==> src/rtl/ctrl_mem_stall_if.sv <==
// Signal bundle between decode/EX control and the data-memory stall controller.
// dmem handshake: o_dmem_req stays high until a final-access or wait cycle sees i_dmem_ready (or the wait times out).
interface ctrl_mem_stall_if;
  logic [15:0] i_ir_ex;
  logic [3:0]  i_mem_data_access;
  logic        i_dmem_ready;
  logic        o_stall;
  logic        o_dmem_req;
  logic        o_dmem_we;
  logic        o_rf_we_r;
  logic [2:0]  o_wb_rd_r;
  logic        o_err_r;
  logic [1:0]  state_dbg;

  modport master (
    output i_ir_ex, i_mem_data_access, i_dmem_ready,
    input  o_stall, o_dmem_req, o_dmem_we, o_rf_we_r, o_wb_rd_r, o_err_r, state_dbg
  );

  modport slave (
    input  i_ir_ex, i_mem_data_access, i_dmem_ready,
    output o_stall, o_dmem_req, o_dmem_we, o_rf_we_r, o_wb_rd_r, o_err_r, state_dbg
  );
endinterface

==> src/rtl/ctrl_mem_stall.sv <==
// Data-memory stall controller: freezes IF/ID while a multi-cycle LDR/STR runs,
// waits for memory ready with a timeout, and strobes the LDR register-file write.
module ctrl_mem_stall #(
  parameter int TIMEOUT = 15
) (
  input logic            clk,
  input logic            rst,
  ctrl_mem_stall_if.slave bus
);
  localparam logic [4:0] OP_STR = 5'b01100;
  localparam logic [4:0] OP_LDR = 5'b01101;
  localparam logic [3:0] TLIM   = 4'(TIMEOUT - 1);

  typedef enum logic [1:0] {IDLE, ACCESS, WAITRDY, DONE} state_t;

  state_t     state, state_nx;
  logic [3:0] cnt, cnt_nx;
  logic [3:0] tcnt, tcnt_nx;
  logic [4:0] op;
  logic [2:0] rd;
  logic       load;
  logic       rf_we_nx;
  logic       err_set;
  logic       rf_we_q;
  logic [2:0] wb_rd_q;
  logic       err_q;

  always_comb begin
    state_nx = state;
    cnt_nx   = cnt;
    tcnt_nx  = tcnt;
    load     = 1'b0;
    rf_we_nx = 1'b0;
    err_set  = 1'b0;
    case (state)
      IDLE: begin
        if (bus.i_mem_data_access != 4'd0) begin
          state_nx = ACCESS;
          cnt_nx   = bus.i_mem_data_access - 4'd1;
          load     = 1'b1;
        end
      end
      ACCESS: begin
        cnt_nx = cnt - 4'd1;
        if (cnt == 4'd0) begin
          if (bus.i_dmem_ready) begin
            state_nx = DONE;
            rf_we_nx = (op == OP_LDR);
          end else begin
            state_nx = WAITRDY;
            tcnt_nx  = 4'd0;
          end
        end
      end
      WAITRDY: begin
        if (bus.i_dmem_ready) begin
          state_nx = DONE;
          rf_we_nx = (op == OP_LDR);
        end else if (tcnt == TLIM) begin
          // Timeout: abort the access without a register-file write.
          state_nx = DONE;
          err_set  = 1'b1;
        end else begin
          tcnt_nx = tcnt + 4'd1;
        end
      end
      DONE: state_nx = IDLE;
      default: state_nx = IDLE;
    endcase
  end

  always_ff @(posedge clk) begin
    if (rst) begin
      state   <= IDLE;
      cnt     <= 4'd0;
      tcnt    <= 4'd0;
      op      <= 5'd0;
      rd      <= 3'd0;
      rf_we_q <= 1'b0;
      wb_rd_q <= 3'd0;
      err_q   <= 1'b0;
    end else begin
      state   <= state_nx;
      cnt     <= cnt_nx;
      tcnt    <= tcnt_nx;
      rf_we_q <= rf_we_nx;
      if (load) begin
        op <= bus.i_ir_ex[15:11];
        rd <= bus.i_ir_ex[2:0];
      end
      if (rf_we_nx) wb_rd_q <= rd;
      if (err_set)  err_q   <= 1'b1;
    end
  end

  assign bus.o_stall    = ((state == IDLE) && (bus.i_mem_data_access != 4'd0)) ||
                          (state == ACCESS) || (state == WAITRDY);
  assign bus.o_dmem_req = (state == ACCESS) || (state == WAITRDY);
  assign bus.o_dmem_we  = bus.o_dmem_req && (op == OP_STR);
  assign bus.o_rf_we_r  = rf_we_q;
  assign bus.o_wb_rd_r  = wb_rd_q;
  assign bus.o_err_r    = err_q;
  assign bus.state_dbg  = state;
endmodule

==> src/flat_wrapper.sv <==
// flat-port wrapper written by rule: the top's interface ports become plain ports
module ctrl_mem_stall_flat 
#(
  parameter int TIMEOUT = 15
)
  (clk, rst, bus_i_ir_ex, bus_i_mem_data_access, bus_i_dmem_ready, bus_o_stall, bus_o_dmem_req, bus_o_dmem_we, bus_o_rf_we_r, bus_o_wb_rd_r, bus_o_err_r, bus_state_dbg);
  ctrl_mem_stall_if bus_i ();
  input logic clk;
  input logic rst;
  input wire logic [$bits(bus_i.i_ir_ex)-1:0] bus_i_ir_ex;
  input wire logic [$bits(bus_i.i_mem_data_access)-1:0] bus_i_mem_data_access;
  input wire logic [$bits(bus_i.i_dmem_ready)-1:0] bus_i_dmem_ready;
  output wire logic [$bits(bus_i.o_stall)-1:0] bus_o_stall;
  output wire logic [$bits(bus_i.o_dmem_req)-1:0] bus_o_dmem_req;
  output wire logic [$bits(bus_i.o_dmem_we)-1:0] bus_o_dmem_we;
  output wire logic [$bits(bus_i.o_rf_we_r)-1:0] bus_o_rf_we_r;
  output wire logic [$bits(bus_i.o_wb_rd_r)-1:0] bus_o_wb_rd_r;
  output wire logic [$bits(bus_i.o_err_r)-1:0] bus_o_err_r;
  output wire logic [$bits(bus_i.state_dbg)-1:0] bus_state_dbg;
  assign bus_i.i_ir_ex = bus_i_ir_ex;
  assign bus_i.i_mem_data_access = bus_i_mem_data_access;
  assign bus_i.i_dmem_ready = bus_i_dmem_ready;
  assign bus_o_stall = bus_i.o_stall;
  assign bus_o_dmem_req = bus_i.o_dmem_req;
  assign bus_o_dmem_we = bus_i.o_dmem_we;
  assign bus_o_rf_we_r = bus_i.o_rf_we_r;
  assign bus_o_wb_rd_r = bus_i.o_wb_rd_r;
  assign bus_o_err_r = bus_i.o_err_r;
  assign bus_state_dbg = bus_i.state_dbg;
  ctrl_mem_stall #(.TIMEOUT(TIMEOUT)) u_core (.clk(clk), .rst(rst), .bus(bus_i));
endmodule
==> config.mk <==
export PLATFORM = sky130hd
export DESIGN_NAME = ctrl_mem_stall_flat
export DESIGN_NICKNAME = d
export VERILOG_FILES = /design/src/rtl/ctrl_mem_stall_if.sv /design/src/rtl/ctrl_mem_stall.sv /design/src/flat_wrapper.sv
export SDC_FILE = /design/constraint.sdc
export NUM_CORES = 1
export LEC_CHECK = 0
export BUFFER_PORTS_ARGS = -buffer_cell sky130_fd_sc_hd__buf_2
export CAP_MARGIN = 20
export CORE_MARGIN = 2
export CORE_UTILIZATION = 43
export DETAILED_ROUTE_END_ITERATION = 16
export GPL_ROUTABILITY_DRIVEN = 1
export PLACE_DENSITY = 0.67
export SYNTH_ARGS = -nofsm -noshare
export SYNTH_HDL_FRONTEND = slang
export SYNTH_SLANG_ARGS = --single-unit
export TNS_END_PERCENT = 1
==> constraint.sdc <==
create_clock -name clk -period 1.66 [get_ports clk]
set_input_delay 0.332 -clock clk [delete_from_list [all_inputs] [get_ports clk]]
set_output_delay 0.332 -clock clk [all_outputs]
set_load 0.05 [all_outputs]
==> out/metrics.csv, run 1 <==
metric,value,unit
rr_worst_depth,6,
rrSetupSlack,-0.01,ns
p_sw,1.435,mW
synth-seq-cells,23,
dpl_cell_area,1555,um^2
synthSimpleGateAreaFrac,0.2423,
layout_setup_ws,-0.1151,ns
synthAdderAreaFrac,0.05982,
ys_seq_area_frac,0.3669,
cts_root_buf,clkbuf_4,
synth.area.top_cells,"dfxtp_1 37%, nand2_1 6.6%, a21oi_1 6.0%, ha_1 6.0%, mux2i_1 4.0%",
grt_pass1_vias,1215,
clk_path_buf_depth,2,
p_int,1.648,mW
areaGrowthSynthToFinish,31.11,%
place_inst,217,
fin_nets,220,
p_per_area,1874,nW/um^2
dp.final_hpwl,2287,um
synth_top_family_by_area,simple AND/OR/NAND/NOR gates,
timing.fmax,563.3,MHz
drive_gt1_frac,0.3526,
final_cell_mix,"21 x nand2_1, 21 x buf_2, 20 x dfxtp_1",
grt_pass1_wl,4885,um
slew_headroom,0.7352,
maxSlewViolCount,0,
post_cts_buffers,0,
path_cells,inv_4 -> ha_4 -> nand2_4 -> nor4_4 -> buf_6,
grt_max_degree,23,
stdcell_count,221,
cts_sinks,23,
grt-ovfl-total,0,
dr.first_iter.drc_count,41,
worst_setup_path_start_kind,flip-flop,
crit_path_top_delay_cell,dfxtp_4,
r2r-end,u_core.tcnt[3],
diodes,0,
synth_top_area_frac,0.3669,
antenna_found_initial,0,
cts_hold_buffers,0,
place_ws,-0.09388,ns
yosysWarnings,0,
worstSkewPairLatency,0.31,ns
n_fill_cell,268,
whs_path_depth,3,
power,3.083,mW
arrival,1.44,ns
die-area,3367,um^2
hold_start,bus_i_ir_ex[15],
rr_startpoint,u_core.bus.state_dbg[1],
gp_congestion,0.8256,
drcViolationCount,0,
worstHoldEndpoint,u_core.op[4],
netSwitchingFraction,0.4653,
peakVddDrop,1.463,mV
setup_viol,4,
cellLeakagePower,0.6862,nW
cp_max_fo,4,
die_w,58.03,um
power_frac_seq,0.272,
cp-end-kind,output pin,
grt_usage,0.1812,
status,"complete, but fails checks",
io_pins,33,
hold_violations,0,
yosysTopAreaCell,dfxtp_1,
tns,-0.2294,ns
std_cell_rows,19,
synth_area,1255,um^2
crit_type,flip-flop to output pin,
vias_per_cell,5.416,
period_minus_slack,1.775,ns
fin_worst_skew,0.005342,ns
power_frac_comb,0.645,
synth_compound_area_frac,0.2253,
wl_per_cell,13.38,um
synthCells,153,
port_buffers,24,
violations,setup timing,
design_area,1645,um^2
routed_wl,2956,um
ant_nets,0,
critPathRequiredTime,1.33,ns
critPathBufInv,2,
syn_nets,182,
finalCritPeriodShare,1.069,
synth_mux_area_frac,0.04885,
synthXorXnorAreaFrac,0,
vias,1197,
start_util,0.4551,
drtPass1Iterations,4,
rsz0062_at_grt,yes,
pwr-share-clk,0.083,
maxCapViolations,0,
critical_path.top_delay_family,flip-flops,
critPathMaxStageDelay,0.40,ns
cts_tree,yes,
clk_pin_slew,0.13,ns
ys_types,40,
worstMarginPinSlew,0.3872,ns
hp-class,primary input to flip-flop,
cts_buffers,3,
core,2758,um^2
synth.avg_cell_area,8.202,um^2
dieHeight,58.03,um
htreeDepth,1,
cells by family after synthesis:
group / after synthesis
and+or+nand+nor: 59
AOI/OAI and AO/OA: 41
DFF: 23
buffers and inverters: 18
muxes: 6
adders and majority gates: 6
metal layers:
layer,part of all wire,vias up,track usage
li1,-,626,-
met1,0.44,551,0.2142
met2,0.51,16,0.3279
met3,0.034,4,0.02902
met4,0.0078,0,0.06645
met5,0,-,0
state kept, by name, indices dropped and copies added (netlist names):
name / cells
u_core.bus.o_err_r: 1
u_core.bus.o_rf_we_r: 1
u_core.bus.o_wb_rd_r: 3
u_core.bus.state_dbg: 2
u_core.cnt: 4
u_core.op: 5
u_core.rd: 3
u_core.tcnt: 4
power by group through the flow:
stage / sequential [mW] / combinational, mW / clock, mW
after floorplan: 0.907 / 1.31 / 0
after global routing: 0.860 / 2.18 / 0.291
after CTS: 0.827 / 1.92 / 0.270
after global placement: 0.830 / 1.80 / 0
after detailed placement: 0.838 / 1.84 / 0
final: 0.838 / 1.99 / 0.257
synthesized netlist by cell type, drive strengths merged:
cell type	instances
a21o	2
o21ai	7
nor3b	2
nand2	22
a31o	2
o31a	1
dfxtp	23
and2	2
o41ai	1
a2111oi	2
a31oi	2
ha	6
inv	11
nand4	2
nor3	3
nand2b	4
nor2b	1
nand3	6
clkbuf	4
or4	2
a21boi	1
nor2	9
a311o	2
mux2i	5
mux2	1
o22ai	1
and3	1
o32ai	2
a21oi	15
a211o	1
a221oi	1
a211oi	1
buf	3
nor4	4
or3b	1
worst register-to-register path: cells and delay by family (launching register included):
kind / cells / cell delay (ns)
DFF: 1 / 0.38
adders and majority gates: 1 / 0.22
AOI/OAI and AO/OA: 2 / 0.54
buffers and inverters: 2 / 0.32
and+or+nand+nor: 1 / 0.16
worst max-delay path by stage:
stage                     to                startpoint  cells past startpoint  slack, ns
2_1_floorplan  bus_o_dmem_we   u_core.bus.state_dbg[0]                      5      -0.27
3_3_place_gp     bus_o_stall  bus_i_mem_data_access[0]                      5      -0.09
3_5_place_dp     bus_o_stall  bus_i_mem_data_access[0]                      5      -0.09
4_1_cts          bus_o_stall   u_core.bus.state_dbg[1]                      5      -0.11
5_1_grt        bus_o_dmem_we   u_core.bus.state_dbg[0]                      5      -0.19
6_report       bus_o_dmem_we   u_core.bus.state_dbg[0]                      5      -0.12
cell type report:
type / count / area, um^2 / share of cell area
clock inverters: 1 / 5.005 / 0.003042
repair buffers: 40 / 262.8 / 0.1597
flip-flops and latches: 23 / 469.2 / 0.2852
clock buffers: 3 / 22.52 / 0.01369
multi-input cells: 112 / 800.8 / 0.4867
well taps: 31 / 38.79 / 0.02357
inverters: 11 / 46.29 / 0.02814
what timing repair did:
| item | CTS | global route |
|---|---|---|
| endpoints found under the setup margin | 8 | 13 |
| gates cloned | 0 | 0 |
| resized for setup | 8 | 7 |
| pin swaps | 0 | 5 |
per-stage QoR:
step                hold WS, ns    util
finish                   0.2483  0.5966
detailed placement       0.4435  0.5640
global placement         0.4385  0.5640
CTS                      0.2361  0.5817
floorplan                0.4312       -
global route             0.2438  0.5966
No activity file was read; power rests on OpenSTA's default activity.
==> inputs of run 2 (changes only) <==
--- a/config.mk
+++ b/config.mk
@@ -5,6 +5,7 @@
 export SDC_FILE = /design/constraint.sdc
 export NUM_CORES = 1
 export LEC_CHECK = 0
+export ABC_AREA = 1
 export BUFFER_PORTS_ARGS = -buffer_cell sky130_fd_sc_hd__buf_2
 export CAP_MARGIN = 20
 export CORE_MARGIN = 2
==> run 2 against run 1 <==
The run still ends with setup timing left. Critical path type unchanged. Via count increased by 1.3%. Clock power up 4%. Largest cell class unchanged. Worst setup slack improved by 0.027 ns. Sequential power shrank 5.6%. Maximum frequency increased by 1.5%. Power is 20% lower.
==> out/metrics.csv, run 2 <==
metric,value,unit
cellLeakagePower,0.7143,nW
hp-class,primary input to flip-flop,
crit_path_top_delay_cell,dfxtp_4,
synthTopCellsByCount,"46 x nand2_1, 23 x dfxtp_1, 22 x nor2_1",
htreeDepth,1,
die-area,3354,um^2
stdcell_count,242,
pwr-share-clk,0.108,
cts_sinks,23,
netSwitchingFraction,0.4721,
ys_types,26,
cts_tree,yes,
power_frac_comb,0.571,
utilization,0.5449,
antenna_found_initial,0,
drtPass1Iterations,4,
dp.final_hpwl,2045,um
maxCapViolations,0,
critical_path.top_delay_family,flip-flops,
rsz0062_at_grt,yes,
clk_path_buf_depth,2,
ys_seq_area_frac,0.3684,
cp-end-kind,output pin,
areaGrowthSynthToFinish,20.22,%
synth_area,1250,um^2
timing.fmax,572.0,MHz
std_cell_rows,19,
fin_nets,241,
synthArstFlopShare,0,
drive_gt1_frac,0.2654,
port_buffers,24,
p_sw,1.163,mW
vias,1212,
fin_worst_skew,0.004993,ns
peakVddDrop,1.003,mV
place_inst,236,
cp_max_fo,5,
drcViolationCount,0,
dieHeight,57.92,um
maxSlewViolCount,0,
p_int,1.300,mW
ys.flop_type,dfxtp_1,
yosysTopAreaCell,dfxtp_1,
ant_nets,0,
diodes,0,
status,"complete, but fails checks",
slew_headroom,0.7773,
top_regs,"u_core.op x5, u_core.cnt x4, u_core.tcnt x4",
critPathBufInv,2,
crit_type,flip-flop to output pin,
setup_viol,2,
worst_setup_path_start_kind,flip-flop,
routed_wl,2735,um
gp_congestion,0.8139,
grt_usage,0.1800,
tns,-0.1572,ns
die_w,57.92,um
io_pins,33,
hold_violations,0,
start_util,0.4533,
yosysWarnings,0,
clk_pin_slew,0.13,ns
vias_per_cell,5.008,
grt_pass1_vias,1082,
critPathMaxStageDelay,0.40,ns
grt_max_degree,14,
core,2758,um^2
path_cells,inv_4 -> ha_4 -> nand2_4 -> nor3_4 -> buf_6,
layout_setup_ws,-0.08818,ns
dr.first_iter.drc_count,45,
largest_reg_flops,5,
n_fill_cell,271,
synth-edff-count,0,
grt-ovfl-total,0,
largest_register,u_core.op,
place_ws,0.1021,ns
synth.avg_cell_area,6.906,um^2
final_common_cell,nand2_1,
worstSkewPairLatency,0.32,ns
syn_nets,210,
power_frac_seq,0.321,
grt_pass1_wl,4650,um
wl_per_cell,11.30,um
arrival,1.42,ns
period_minus_slack,1.748,ns
worstMarginPinSlew,0.3319,ns
critPathRequiredTime,1.33,ns
synth.area.top_cells,"dfxtp_1 37%, nand2_1 14%, nor2_1 6.6%, nand3_1 6.4%, a21oi_1 6.0%",
violations,setup timing,
final_cell_mix,"45 x nand2_1, 22 x nor2_1, 22 x buf_2",
cts_root_buf,clkbuf_4,
p_per_area,1639,nW/um^2
synth-seq-cells,23,
synthCells,181,
cts_buffers,3,
yosys.cell_count.top_type,nand2_1,
finalCritPeriodShare,1.053,
synth_top_area_frac,0.3684,
==> run 2: path summary, 6_finish.rpt <==
path | from | end | slack [ns] | cells past startpoint
worst max-delay path | u_core.bus.state_dbg[0] | bus_o_dmem_we | -0.09 | 5
worst min-delay path | bus_i_ir_ex[1] | u_core.rd[1] | 0.27 | 3
worst max register to register | u_core.bus.state_dbg[1] | u_core.cnt[2] | 0.13 | 10
worst min register to register | u_core.op[4] | u_core.op[4] | 0.47 | 2
==> run 2: kinds of logic (layout without fill, tap and decap cells) <==
family,Yosys count,after routing,share of synthesized area
simple gates,98,98,0.3444
compound gates,26,26,0.1181
buf+inv,26,56,0.09509
flops,23,23,0.3684
fa+ha+maj,6,6,0.06006
xor+xnor,2,2,0.01402
==> run 2: final cells by class <==
type                       count  area [um^2]  share of cell area
inverter                      22        90.09             0.05995
clock buffer                   3        22.52             0.01499
sequential                    23        467.9              0.3114
timing repair buffer          30        173.9              0.1157
clock inverter                 1        5.005            0.003331
tap                           31        38.79             0.02581
multi-input combinational    132        704.4              0.4688
==> run 2: repair_timing <==
| action | CTS | global route |
|---|---|---|
| pin swaps | 2 | 0 |
| endpoints found under the setup margin | 3 | 8 |
| hold buffers | 0 | 0 |
| buffers inserted | 2 | 0 |
| hold endpoints to repair | 0 | 0 |
| gates resized for setup | 4 | 1 |
==> run 2: per-stage QoR <==
step                      cell area (um^2)  hold WS, ns  power, mW
after floorplan                       1294       0.3914      1.908
after global placement                1449       0.4428      2.121
after detailed placement              1449       0.4487      2.149
after CTS                             1500       0.2620      2.469
after global routing                  1503       0.2627      2.680
final                                 1503       0.2714      2.464
==> run 2: layer usage <==
metal | routed length [um] | vias to the layer above | share of wire | track usage
met3 | 101 | 5 | 0.037 | 0.03125
met5 | 0 | - | 0 | 0
li1 | - | 641 | - | -
met2 | 1273 | 17 | 0.47 | 0.2890
met4 | 44 | 0 | 0.016 | 0.07973
met1 | 1314 | 549 | 0.48 | 0.2374
==> run 2: power groups by stage <==
stage / combinational, mW / sequential (mW) / clock, mW
floorplan: 1.06 / 0.851 / 0
global placement: 1.33 / 0.796 / 0
detailed placement: 1.35 / 0.804 / 0
CTS: 1.40 / 0.791 / 0.276
global route: 1.58 / 0.804 / 0.291
finish: 1.41 / 0.791 / 0.266
==> run 2: worst register-to-register path, cell delays in order, from the launching register on <==
cell and delay, ns:
dfxtp_4 0.39, inv_4 0.07, ha_2 0.23, inv_4 0.07
nand2_1 0.06, nand2_1 0.10, ha_1 0.23, xor2_1 0.14
nand2_1 0.06, nand2_1 0.06, nor2_1 0.05
==> inputs of run 3 (changes only) <==
--- a/config.mk
+++ b/config.mk
@@ -8,6 +8,7 @@
 export ABC_AREA = 1
 export BUFFER_PORTS_ARGS = -buffer_cell sky130_fd_sc_hd__buf_2
 export CAP_MARGIN = 20
+export CORE_ASPECT_RATIO = 0.6
 export CORE_MARGIN = 2
 export CORE_UTILIZATION = 43
 export DETAILED_ROUTE_END_ITERATION = 16
==> run 3 against run 2 <==
The run still ends with setup timing left. Wire length is 9.3% higher. Hold slack better by 0.058 ns. Global-route usage is 2.1 points higher. Final cell count is 2.5% higher. Sequential power hardly changed. Register-to-register slack worse by 0.02 ns. Combinational power is 5% higher. Clock power is 30% higher. Largest cell class unchanged.
==> out/metrics.csv, run 3 (same netlist as run 2, synthesis figures left out) <==
metric,value,unit
status,"complete, but fails checks",
violations,setup timing,
areaGrowthSynthToFinish,23.82,%
maxCapViolations,0,
hold_violations,0,
clk_pin_slew,0.08,ns
cp-end-kind,output pin,
cts_sinks,23,
setup_viol,2,
rr_startpoint,u_core.bus.state_dbg[1],
drcViolationCount,0,
path_cells,inv_4 -> ha_4 -> nand2_4 -> nor3_4 -> buf_6,
cellLeakagePower,0.7369,nW
maxSlewViolCount,0,
std_cell_rows,15,
drtPass1Iterations,4,
grt_use_met1,0.2894,
crit_type,flip-flop to output pin,
final_cell_mix,"45 x nand2_1, 22 x nor2_1, 22 x buf_2",
dieHeight,45.76,um
cp_max_fo,4,
critPathMaxStageDelay,0.38,ns
grt_max_degree,14,
peakVddDrop,1.389,mV
cts_buffers,3,
hp-class,primary input to flip-flop,
cts_hold_buffers,0,
io_pins,33,
arrival,1.34,ns
cts_root_buf,clkbuf_8,
largest_register,u_core.op,
place_ws,0.03425,ns
worstMarginPinSlew,0.3400,ns
gp_congestion,0.8976,
largest_reg_flops,5,
critPathRequiredTime,1.33,ns
diodes,0,
drive_gt1_frac,0.2757,
grt-busiest-layer,met2,
clk_path_buf_depth,2,
regArea,467.9,um^2
die_w,73.61,um
multi_input_area,704.4,um^2
globalRouteMet2Util,0.2964,
top_regs,"u_core.op x5, u_core.cnt x4, u_core.tcnt x4",
worst_setup_path_start_kind,flip-flop,
dp.final_hpwl,2273,um
worstSkewPairLatency,0.26,ns
grt-ovfl-total,0,
ant_nets,0,
layout_setup_ws,-0.01494,ns
crit_path_top_delay_cell,dfxtp_4,
fin_worst_skew,0.002073,ns
utilization,0.5498,
port_buffers,24,
tns,-0.02917,ns
vias,1246,
grt_util_met3,0.05088,
core,2815,um^2
routed_wl,2989,um
htreeDepth,1,
die-area,3368,um^2
finalCritPeriodShare,1.009,
grt_pass1_vias,1111,
fin_nets,244,
p_per_area,1691,nW/um^2
antenna_found_initial,0,
n_fill_cell,287,
final_common_cell,nand2_1,
wl_per_cell,12.05,um
vias_per_cell,5.024,
design_area,1548,um^2
power,2.617,mW
dr.first_iter.drc_count,66,
grt_pass1_wl,4995,um
timing.fmax,597.0,MHz
start_util,0.4440,
cts_tree,yes,
rsz0062_at_grt,yes,
dpl_cell_area,1468,um^2
slew_headroom,0.7719,
period_minus_slack,1.675,ns
crit_start,u_core.bus.state_dbg[0],
grt_usage,0.2007,
hold_start,bus_i_ir_ex[13],
==> run 3: cell count changes in the layout (fill, tap and decap cells not counted) <==
cell      before  now
buf_4          7   10
clkbuf_4       3    0
clkbuf_8       0    3
==> run 3: area by class of cell <==
class	instances	area share
Inverter	22	0.05821
Multi-Input combinational cell	132	0.4551
Timing Repair Buffer	33	0.1269
Sequential cell	23	0.3023
Tap cell	34	0.02749
Clock inverter	1	0.003234
Clock buffer	3	0.02668
==> run 3: worst max-delay path: cells and delay by family, from the launching register on <==
kind / cells / cell delay (ns)
fa+ha+maj: 1 / 0.27
simple gates: 2 / 0.19
flops: 1 / 0.38
buf+inv: 2 / 0.23
==> run 3: final timing paths <==
path / end / slack, ns / cells past startpoint
max reg2reg: u_core.cnt[1] / 0.11 / 9
max: bus_o_dmem_we / -0.01 / 5
min: u_core.op[2] / 0.33 / 3
min reg2reg: u_core.op[2] / 0.47 / 2
==> run 3: layer usage <==
metal / up-vias / routed length [um]
met5: - / 0
met4: 0 / 25
met3: 4 / 157
met2: 32 / 1222
met1: 556 / 1583
li1: 654 / -
==> run 3: power by group <==
group | total [mW] | switching, mW | internal (mW) | leakage, nW
registers | 0.794 | 0.101 | 0.693 | 0.190
clock network | 0.347 | 0.179 | 0.168 | 0.0255
logic | 1.48 | 0.924 | 0.553 | 0.521
total | 2.62 | 1.20 | 1.41 | 0.737
==> run 3: through the flow <==
stage / hold slack (ns) / cells
finish: 0.3290 / 248
CTS: 0.3234 / 248
global placement: 0.4436 / 241
global route: 0.3373 / 248
floorplan: 0.3914 / 181
detailed placement: 0.4526 / 241
==> run 3: repair_timing <==
action	CTS	global route
cloned	0	0
buffers inserted	3	0
resized for setup	5	0
endpoints found under the setup margin	2	3
pin swaps	2	0
